File: src/rtl/eth_hdr_extract.sv
// Ethernet/IPv4/UDP header extractor: one registered record per frame, valid the cycle after the eop beat.
// Backpressure: input stalls only while a finished record waits unconsumed (one-deep record buffer).
module eth_hdr_extract #(
  parameter int CNT_W = 16
) (
  input  logic              clk_in,
  input  logic              reset_n,
  input  logic [63:0]       asi_in_data,
  input  logic              asi_in_valid,
  output logic              asi_in_ready,
  input  logic              asi_in_sop,
  input  logic              asi_in_eop,
  input  logic [2:0]        asi_in_empty,
  input  logic [5:0]        asi_in_error,
  output logic              hdr_valid,
  input  logic              hdr_ready,
  output logic [47:0]       hdr_dst_mac,
  output logic [47:0]       hdr_src_mac,
  output logic [15:0]       hdr_ethertype,
  output logic [7:0]        hdr_ip_proto,
  output logic [31:0]       hdr_ip_src,
  output logic [31:0]       hdr_ip_dst,
  output logic [15:0]       hdr_udp_sport,
  output logic [15:0]       hdr_udp_dport,
  output logic [15:0]       hdr_len,
  output logic              hdr_is_ipv4,
  output logic              hdr_is_udp,
  output logic              hdr_err,
  output logic [CNT_W-1:0]  pkt_count,
  output logic [CNT_W-1:0]  drop_count
);

  typedef enum logic {IDLE, IN_PKT} state_t;

  typedef struct packed {
    logic [47:0] dst_mac;
    logic [47:0] src_mac;
    logic [15:0] ethertype;
    logic [3:0]  ihl;
    logic [7:0]  ip_proto;
    logic [31:0] ip_src;
    logic [31:0] ip_dst;
    logic [15:0] udp_sport;
    logic [15:0] udp_dport;
  } cap_t;

  typedef struct packed {
    logic [47:0] dst_mac;
    logic [47:0] src_mac;
    logic [15:0] ethertype;
    logic [7:0]  ip_proto;
    logic [31:0] ip_src;
    logic [31:0] ip_dst;
    logic [15:0] udp_sport;
    logic [15:0] udp_dport;
    logic [15:0] len;
    logic        is_ipv4;
    logic        is_udp;
    logic        err;
  } hdr_t;

  localparam logic [63:0]      ALL_ONES = '1;
  localparam logic [CNT_W-1:0] CNT_ONE  = {{(CNT_W-1){1'b0}}, 1'b1};
  localparam logic [CNT_W-1:0] CNT_MAX  = '1;
  // Accumulator stops one beat past 64 KiB so a later subtraction of empty still clamps.
  localparam logic [16:0]      LEN_HOLD = 17'h10008;

  state_t      state_q, state_nxt;
  logic [2:0]  beat_idx_q, beat_idx_nxt;
  cap_t        cap_q, cap_nxt;
  logic [16:0] len_acc_q, len_acc_nxt;
  logic        err_acc_q, err_acc_nxt;
  hdr_t        rec_q, rec_nxt;
  logic        hdr_valid_q, hdr_valid_nxt;
  logic [CNT_W-1:0] pkt_q, drop_q;
  logic        pkt_inc, drop_inc;

  logic        beat_acc;
  logic [63:0] lane_mask;
  logic [63:0] data_m;
  logic [2:0]  cur_idx;
  logic [16:0] len_base;
  logic [16:0] len_sum;
  logic [15:0] fin_len;
  logic        err_base;
  logic        is_v4;
  logic        is_udp;

  assign asi_in_ready = !(hdr_valid_q && !hdr_ready);
  assign beat_acc     = asi_in_valid && asi_in_ready;

  // Empty lanes on the eop beat were never received, so they must not leak into fields.
  assign lane_mask = asi_in_eop ? (ALL_ONES << {asi_in_empty, 3'b000}) : ALL_ONES;
  assign data_m    = asi_in_data & lane_mask;

  always_ff @(posedge clk_in or negedge reset_n) begin
    if (!reset_n) begin
      state_q <= IDLE;
    end else begin
      state_q <= state_nxt;
    end
  end

  always_comb begin
    state_nxt     = state_q;
    beat_idx_nxt  = beat_idx_q;
    cap_nxt       = cap_q;
    len_acc_nxt   = len_acc_q;
    err_acc_nxt   = err_acc_q;
    rec_nxt       = rec_q;
    hdr_valid_nxt = hdr_valid_q && !hdr_ready;
    pkt_inc       = 1'b0;
    drop_inc      = 1'b0;
    cur_idx       = beat_idx_q;
    len_base      = len_acc_q;
    err_base      = err_acc_q;
    len_sum       = '0;
    fin_len       = '0;
    is_v4         = 1'b0;
    is_udp        = 1'b0;

    if (beat_acc) begin
      if (state_q == IDLE && !asi_in_sop) begin
        drop_inc = 1'b1;
      end else begin
        if (asi_in_sop) begin
          // A sop inside a frame abandons the unfinished one.
          drop_inc = (state_q == IN_PKT);
          cur_idx  = 3'd0;
          cap_nxt  = '0;
          len_base = '0;
          err_base = 1'b0;
        end

        case (cur_idx)
          3'd0: begin
            cap_nxt.dst_mac        = data_m[63:16];
            cap_nxt.src_mac[47:32] = data_m[15:0];
          end
          3'd1: begin
            cap_nxt.src_mac[31:0] = data_m[63:32];
            cap_nxt.ethertype     = data_m[31:16];
            cap_nxt.ihl           = data_m[11:8];
          end
          3'd2: begin
            cap_nxt.ip_proto = data_m[7:0];
          end
          3'd3: begin
            cap_nxt.ip_src        = data_m[47:16];
            cap_nxt.ip_dst[31:16] = data_m[15:0];
          end
          3'd4: begin
            cap_nxt.ip_dst[15:0] = data_m[63:48];
            cap_nxt.udp_sport    = data_m[47:32];
            cap_nxt.udp_dport    = data_m[31:16];
          end
          default: begin
          end
        endcase

        beat_idx_nxt = (cur_idx < 3'd5) ? cur_idx + 3'd1 : 3'd5;
        len_acc_nxt  = (len_base >= LEN_HOLD) ? len_base : len_base + 17'd8;
        err_acc_nxt  = err_base | (|asi_in_error);
        state_nxt    = IN_PKT;

        if (asi_in_eop) begin
          len_sum = len_acc_nxt - {14'd0, asi_in_empty};
          fin_len = len_sum[16] ? 16'hFFFF : len_sum[15:0];
          is_v4   = (cap_nxt.ethertype == 16'h0800) && (cap_nxt.ihl >= 4'd5) &&
                    (fin_len >= 16'd34);
          is_udp  = is_v4 && (cap_nxt.ip_proto == 8'd17) && (cap_nxt.ihl == 4'd5) &&
                    (fin_len >= 16'd38);

          rec_nxt.dst_mac   = cap_nxt.dst_mac;
          rec_nxt.src_mac   = cap_nxt.src_mac;
          rec_nxt.ethertype = cap_nxt.ethertype;
          rec_nxt.ip_proto  = cap_nxt.ip_proto;
          rec_nxt.ip_src    = cap_nxt.ip_src;
          rec_nxt.ip_dst    = cap_nxt.ip_dst;
          rec_nxt.udp_sport = cap_nxt.udp_sport;
          rec_nxt.udp_dport = cap_nxt.udp_dport;
          rec_nxt.len       = fin_len;
          rec_nxt.is_ipv4   = is_v4;
          rec_nxt.is_udp    = is_udp;
          rec_nxt.err       = err_acc_nxt || (fin_len < 16'd14);

          hdr_valid_nxt = 1'b1;
          pkt_inc       = 1'b1;
          state_nxt     = IDLE;
        end
      end
    end
  end

  always_ff @(posedge clk_in or negedge reset_n) begin
    if (!reset_n) begin
      beat_idx_q  <= '0;
      cap_q       <= '0;
      len_acc_q   <= '0;
      err_acc_q   <= 1'b0;
      rec_q       <= '0;
      hdr_valid_q <= 1'b0;
    end else begin
      beat_idx_q  <= beat_idx_nxt;
      cap_q       <= cap_nxt;
      len_acc_q   <= len_acc_nxt;
      err_acc_q   <= err_acc_nxt;
      rec_q       <= rec_nxt;
      hdr_valid_q <= hdr_valid_nxt;
    end
  end

  always_ff @(posedge clk_in or negedge reset_n) begin
    if (!reset_n) begin
      pkt_q  <= '0;
      drop_q <= '0;
    end else begin
      if (pkt_inc && pkt_q != CNT_MAX) begin
        pkt_q <= pkt_q + CNT_ONE;
      end
      if (drop_inc && drop_q != CNT_MAX) begin
        drop_q <= drop_q + CNT_ONE;
      end
    end
  end

  assign hdr_valid     = hdr_valid_q;
  assign hdr_dst_mac   = rec_q.dst_mac;
  assign hdr_src_mac   = rec_q.src_mac;
  assign hdr_ethertype = rec_q.ethertype;
  assign hdr_ip_proto  = rec_q.ip_proto;
  assign hdr_ip_src    = rec_q.ip_src;
  assign hdr_ip_dst    = rec_q.ip_dst;
  assign hdr_udp_sport = rec_q.udp_sport;
  assign hdr_udp_dport = rec_q.udp_dport;
  assign hdr_len       = rec_q.len;
  assign hdr_is_ipv4   = rec_q.is_ipv4;
  assign hdr_is_udp    = rec_q.is_udp;
  assign hdr_err       = rec_q.err;
  assign pkt_count     = pkt_q;
  assign drop_count    = drop_q;

endmodule

File: config.mk
export PLATFORM = sky130hd
export DESIGN_NAME = eth_hdr_extract
export DESIGN_NICKNAME = d
export VERILOG_FILES = /design/src/rtl/eth_hdr_extract.sv
export SDC_FILE = /design/constraint.sdc
export NUM_CORES = 1
export LEC_CHECK = 0
export ABC_AREA = 1
export BUFFER_PORTS_ARGS = -buffer_cell sky130_fd_sc_hd__buf_2
export CAP_MARGIN = 20
export CORE_MARGIN = 2
export CORE_UTILIZATION = 57
export DETAILED_ROUTE_END_ITERATION = 16
export PLACE_DENSITY = 0.8
export SLEW_MARGIN = 20
export SYNTH_ARGS = -nofsm -noshare
export SYNTH_HDL_FRONTEND = slang
export SYNTH_SLANG_ARGS = --single-unit
File: constraint.sdc
create_clock -name clk_in -period 3.7 [get_ports clk_in]
set_input_delay 0.185 -clock clk_in [delete_from_list [all_inputs] [get_ports clk_in]]
set_output_delay 0.185 -clock clk_in [all_outputs]
set_load 0.02 [all_outputs]
==> results.md <==
* Final antenna-violating net count at 0
* Initial Util at 57.9%
* Top delay family on crit path: buffers and inverters
* Fin. Hold Viols at 0
* Clock Tree Root: clkbuf_16
* Arr. time, crit path at 3.76 ns
* Clock power frac at 30.5%
* Worst reg-to-reg path cell count at 23
* Most frequent CP cell: nor2_4
* # Max-Cap Violations at 0
* Fin Clk Skew at 0.0210 ns
* Largest net degree at the start of global routing at 210
* Crit Reg-Reg Startpoint: len_acc_q[3]
* Cts bufs inserted at 52
* Post-synth design cell area at 23100 sq um
* 1st-iter DRT viols at 2073
* Fraction of registers with async set/reset at 100%
* Top_reg_cell synth: dfrtp_1
* Met3 usage at 8.30%
* Slowest stage delay, CP at 0.58 ns
* PortBufs at 347
* EDFF count, synth at 0
* Post-CTS resize count at 0
* Setup Crit Path Kind: in -> reg
* Yosys reg bits at 510
* Drt total wl at 71.9 mm
* GRT Total Usage at 34.1%
* Worst endpoint required time at 4.15 ns
* Row count at 73
* Status: finished clean
* HP Start: asi_in_data[14]
* Seq/Total Area, Yosys at 55.2%
* Most used standard cell by instance count after synthesis: nand2_1
* Switching power at 6.64 mW
* Slew HR at 30.5%
* Post-DP HPWL at 48.1 mm
* Pwr Total at 18.3 mW
* # DRC at 0
* Crit path from: asi_in_sop
* Gr busiest metal: met2
* H-tree depth at 2
* Dpl cells at 3536
* P per Cell Area at 675 nW/um^2
* Synth Instances at 2815
* Area of the multi-input gates at 9170 sq um
* Die ar. at 42200 sq um
* HP Class: in -> reg
* WHS Path Cells at 5
* Combinational power share at 27.7%
* Layout Nets at 3165
* First-pass GRT wire length at 111 mm
* Core Area at 39900 sq um
* Maximum clock frequency at 0.302 GHz
* Clock transition at path regs at 0.06 ns
* CTS max path bufs at 3
* Yosys top cell by area: dfrtp_1
* CTS tree: built
* Worst-path fanout max at 209
* Grt total ovfl at 0
* Worst VDD drop at 0.505 mV
* Die Y at 205 um
* Leakage at 14.0 nW
* RSZ-0062 raised after global routing: false
* Via count at 21000
* Initial antenna violation count at 4
* GP Congestion at 0.899
* Share of the synthesized area in the top cell type at 55.2%
* Period utilization at 89.6%
* Synth top cells by count: nand2_1 (985), dfrtp_1 (510), o21ai_0 (358)
* M2 GR Usage at 51.7%
* Unique masters post-synth at 45
* # fillers at 3252
* TNS Setup at 0 ns
* Post-synthesis area per instance at 8.21 sq um
* DR pass1 iterations at 6
* Register area at 12800 sq um
* Syn_nets at 2908
* Crit-path slowest cell: clkinv_8
* Sequential share of power at 41.8%
* Critical path cell sequence: dlygate4sd3_1, buf_2, inv_6, ha_1, nor2_4, inv_8, nor2_4, clkinv_8, buf_4, nand2_1, o21ai_0
* IO Count at 348
* CP Capture Type: register
* Routed vias/inst at 5.77
* Crit path time final at 3.31 ns
* Worst skew pair latency at 0.61 ns
* Internal power at 11.6 mW
* Share of layout cells above drive strength 1 at 16.3%
* Switch share at 36.4%
* Slew @ Worst Pin at 1.04 ns
* Met1 Usage GRT at 47.7%
* Area growth, synth to finish at 17.0%
* Crit path buffers/inverters at 6
* Post-CTS Setup Bufs at 0
* YS warnings at 0
* Startpoint Class: primary input
* Number of global-route vias before repair at 20000
* Drt wl/cell at 19.7 um
* CTS sink count at 510
* Fin. max-slew vios at 0
* DIE WIDTH at 205 um
* CP Depth at 11
* Fin cells at 3643
* Synth area leaders: dfrtp_1 (55%), nand2_1 (16%), o21ai_0 (7.7%)
* Final setup fails at 0
==> routing by layer <==
| layer | wire length, um | part of all wire [%] | up-vias |
|---|---|---|---|
| li1 | - | - | 9685 |
| met1 | 29500 | 41 | 10100 |
| met2 | 32600 | 45 | 1021 |
| met3 | 6870 | 9.5 | 172 |
| met4 | 3000 | 4.2 | 2 |
| met5 | 13 | 0.018 | - |
==> cells in the final DEF, fill, tap and decap left out, drive strengths merged, types with 2 or more instances in the layout <==
master,n
xnor2,12
buf,371
nand4,17
xor2,25
a31oi,121
nor4,2
nand2,1001
diode,3
o21ai,365
and2,2
nor2,213
nand3,119
o22ai,48
bufinv,7
dlygate4sd3,7
a21oi,22
nand3b,5
clkinv,15
ha,13
clkbuf,76
nor3,9
or4,2
dfrtp,510
inv,142
==> power by group through the flow <==
| stage | Clock [mW] | Combinational (mW) | Sequential, mW |
|---|---|---|---|
| 6_report | 5.58 | 5.06 | 7.63 |
| 4_1_cts | 5.62 | 5.05 | 7.61 |
| 2_1_floorplan | 0 | 2.40 | 8.36 |
| 5_1_grt | 5.84 | 5.56 | 7.75 |
| 3_3_place_gp | 0 | 4.88 | 7.63 |
| 3_5_place_dp | 0 | 5.01 | 7.68 |
==> per-stage QoR <==
stage,utilization [%],hold slack [ns],worst slack [ns],area [sq um]
finish,67.8,0.0359,0.386,27100
global route,67.8,0.0572,0.0560,27100
detailed placement,63.1,0.316,0.460,25200
global placement,63.1,0.314,0.529,25200
floorplan,-,-0.111,0.176,23100
CTS,67.8,0.00281,0.487,27000
==> path summary, 6_finish.rpt <==
check / to / slack, ns
min: hdr_ip_dst[30] / 0.04
max in group asynchronous: cap_q[148] / 2.43
min in group asynchronous: hdr_ip_dst[21] / 0.24
max: hdr_src_mac[16] / 0.39
min reg2reg: hdr_ip_src[10] / 0.47
max reg2reg: hdr_is_ipv4 / 0.57
==> logic make-up after synthesis <==
kind of cell / share of synthesized area [%]
AND/OR/NAND/NOR: 24.1
AO/OA/AOI/OAI: 13.1
flip-flops: 55.2
buffers and inverters: 5.33
XOR/XNOR: 1.40
adder cells (fa/ha/maj): 0.790
multiplexers: 0.0487
==> worst register-to-register path: cells and delay by family (launching register included) <==
kind / cells / cell delay, ns
and+or+nand+nor: 19 / 2.15
DFF: 1 / 0.40
buffers and inverters: 2 / 0.21
adders and majority gates: 1 / 0.18
AOI/OAI and AO/OA: 1 / 0.06
==> area by class of cell <==
cell class / instances / area share, %
Tap cell: 525 / 2.43
Antenna cell: 3 / 0.0277
Clock buffer: 76 / 5.55
Sequential cell: 510 / 47.2
Clock inverter: 21 / 1.11
Multi-Input combinational cell: 1986 / 33.9
Inverter: 144 / 2.09
Timing Repair Buffer: 378 / 7.76
==> timing repair <==
| action | in CTS | in global routing |
|---|---|---|
| endpoints found under the setup margin | 0 | 0 |
| hold buffers | 7 | 0 |
| endpoints found under the hold margin | 103 | 0 |
==> flip-flops by register name, indices dropped and copies added, names as in the netlist, 8 cells and up <==
register and count:
len_acc_q 17, hdr_ip_src 32, hdr_dst_mac 48, hdr_ip_proto 8, cap_q 220, hdr_len 16
drop_count 16, hdr_src_mac 48, hdr_udp_sport 16, hdr_udp_dport 16, hdr_ethertype 16, pkt_count 16
hdr_ip_dst 32
No activity file was read; power rests on OpenSTA's default activity.
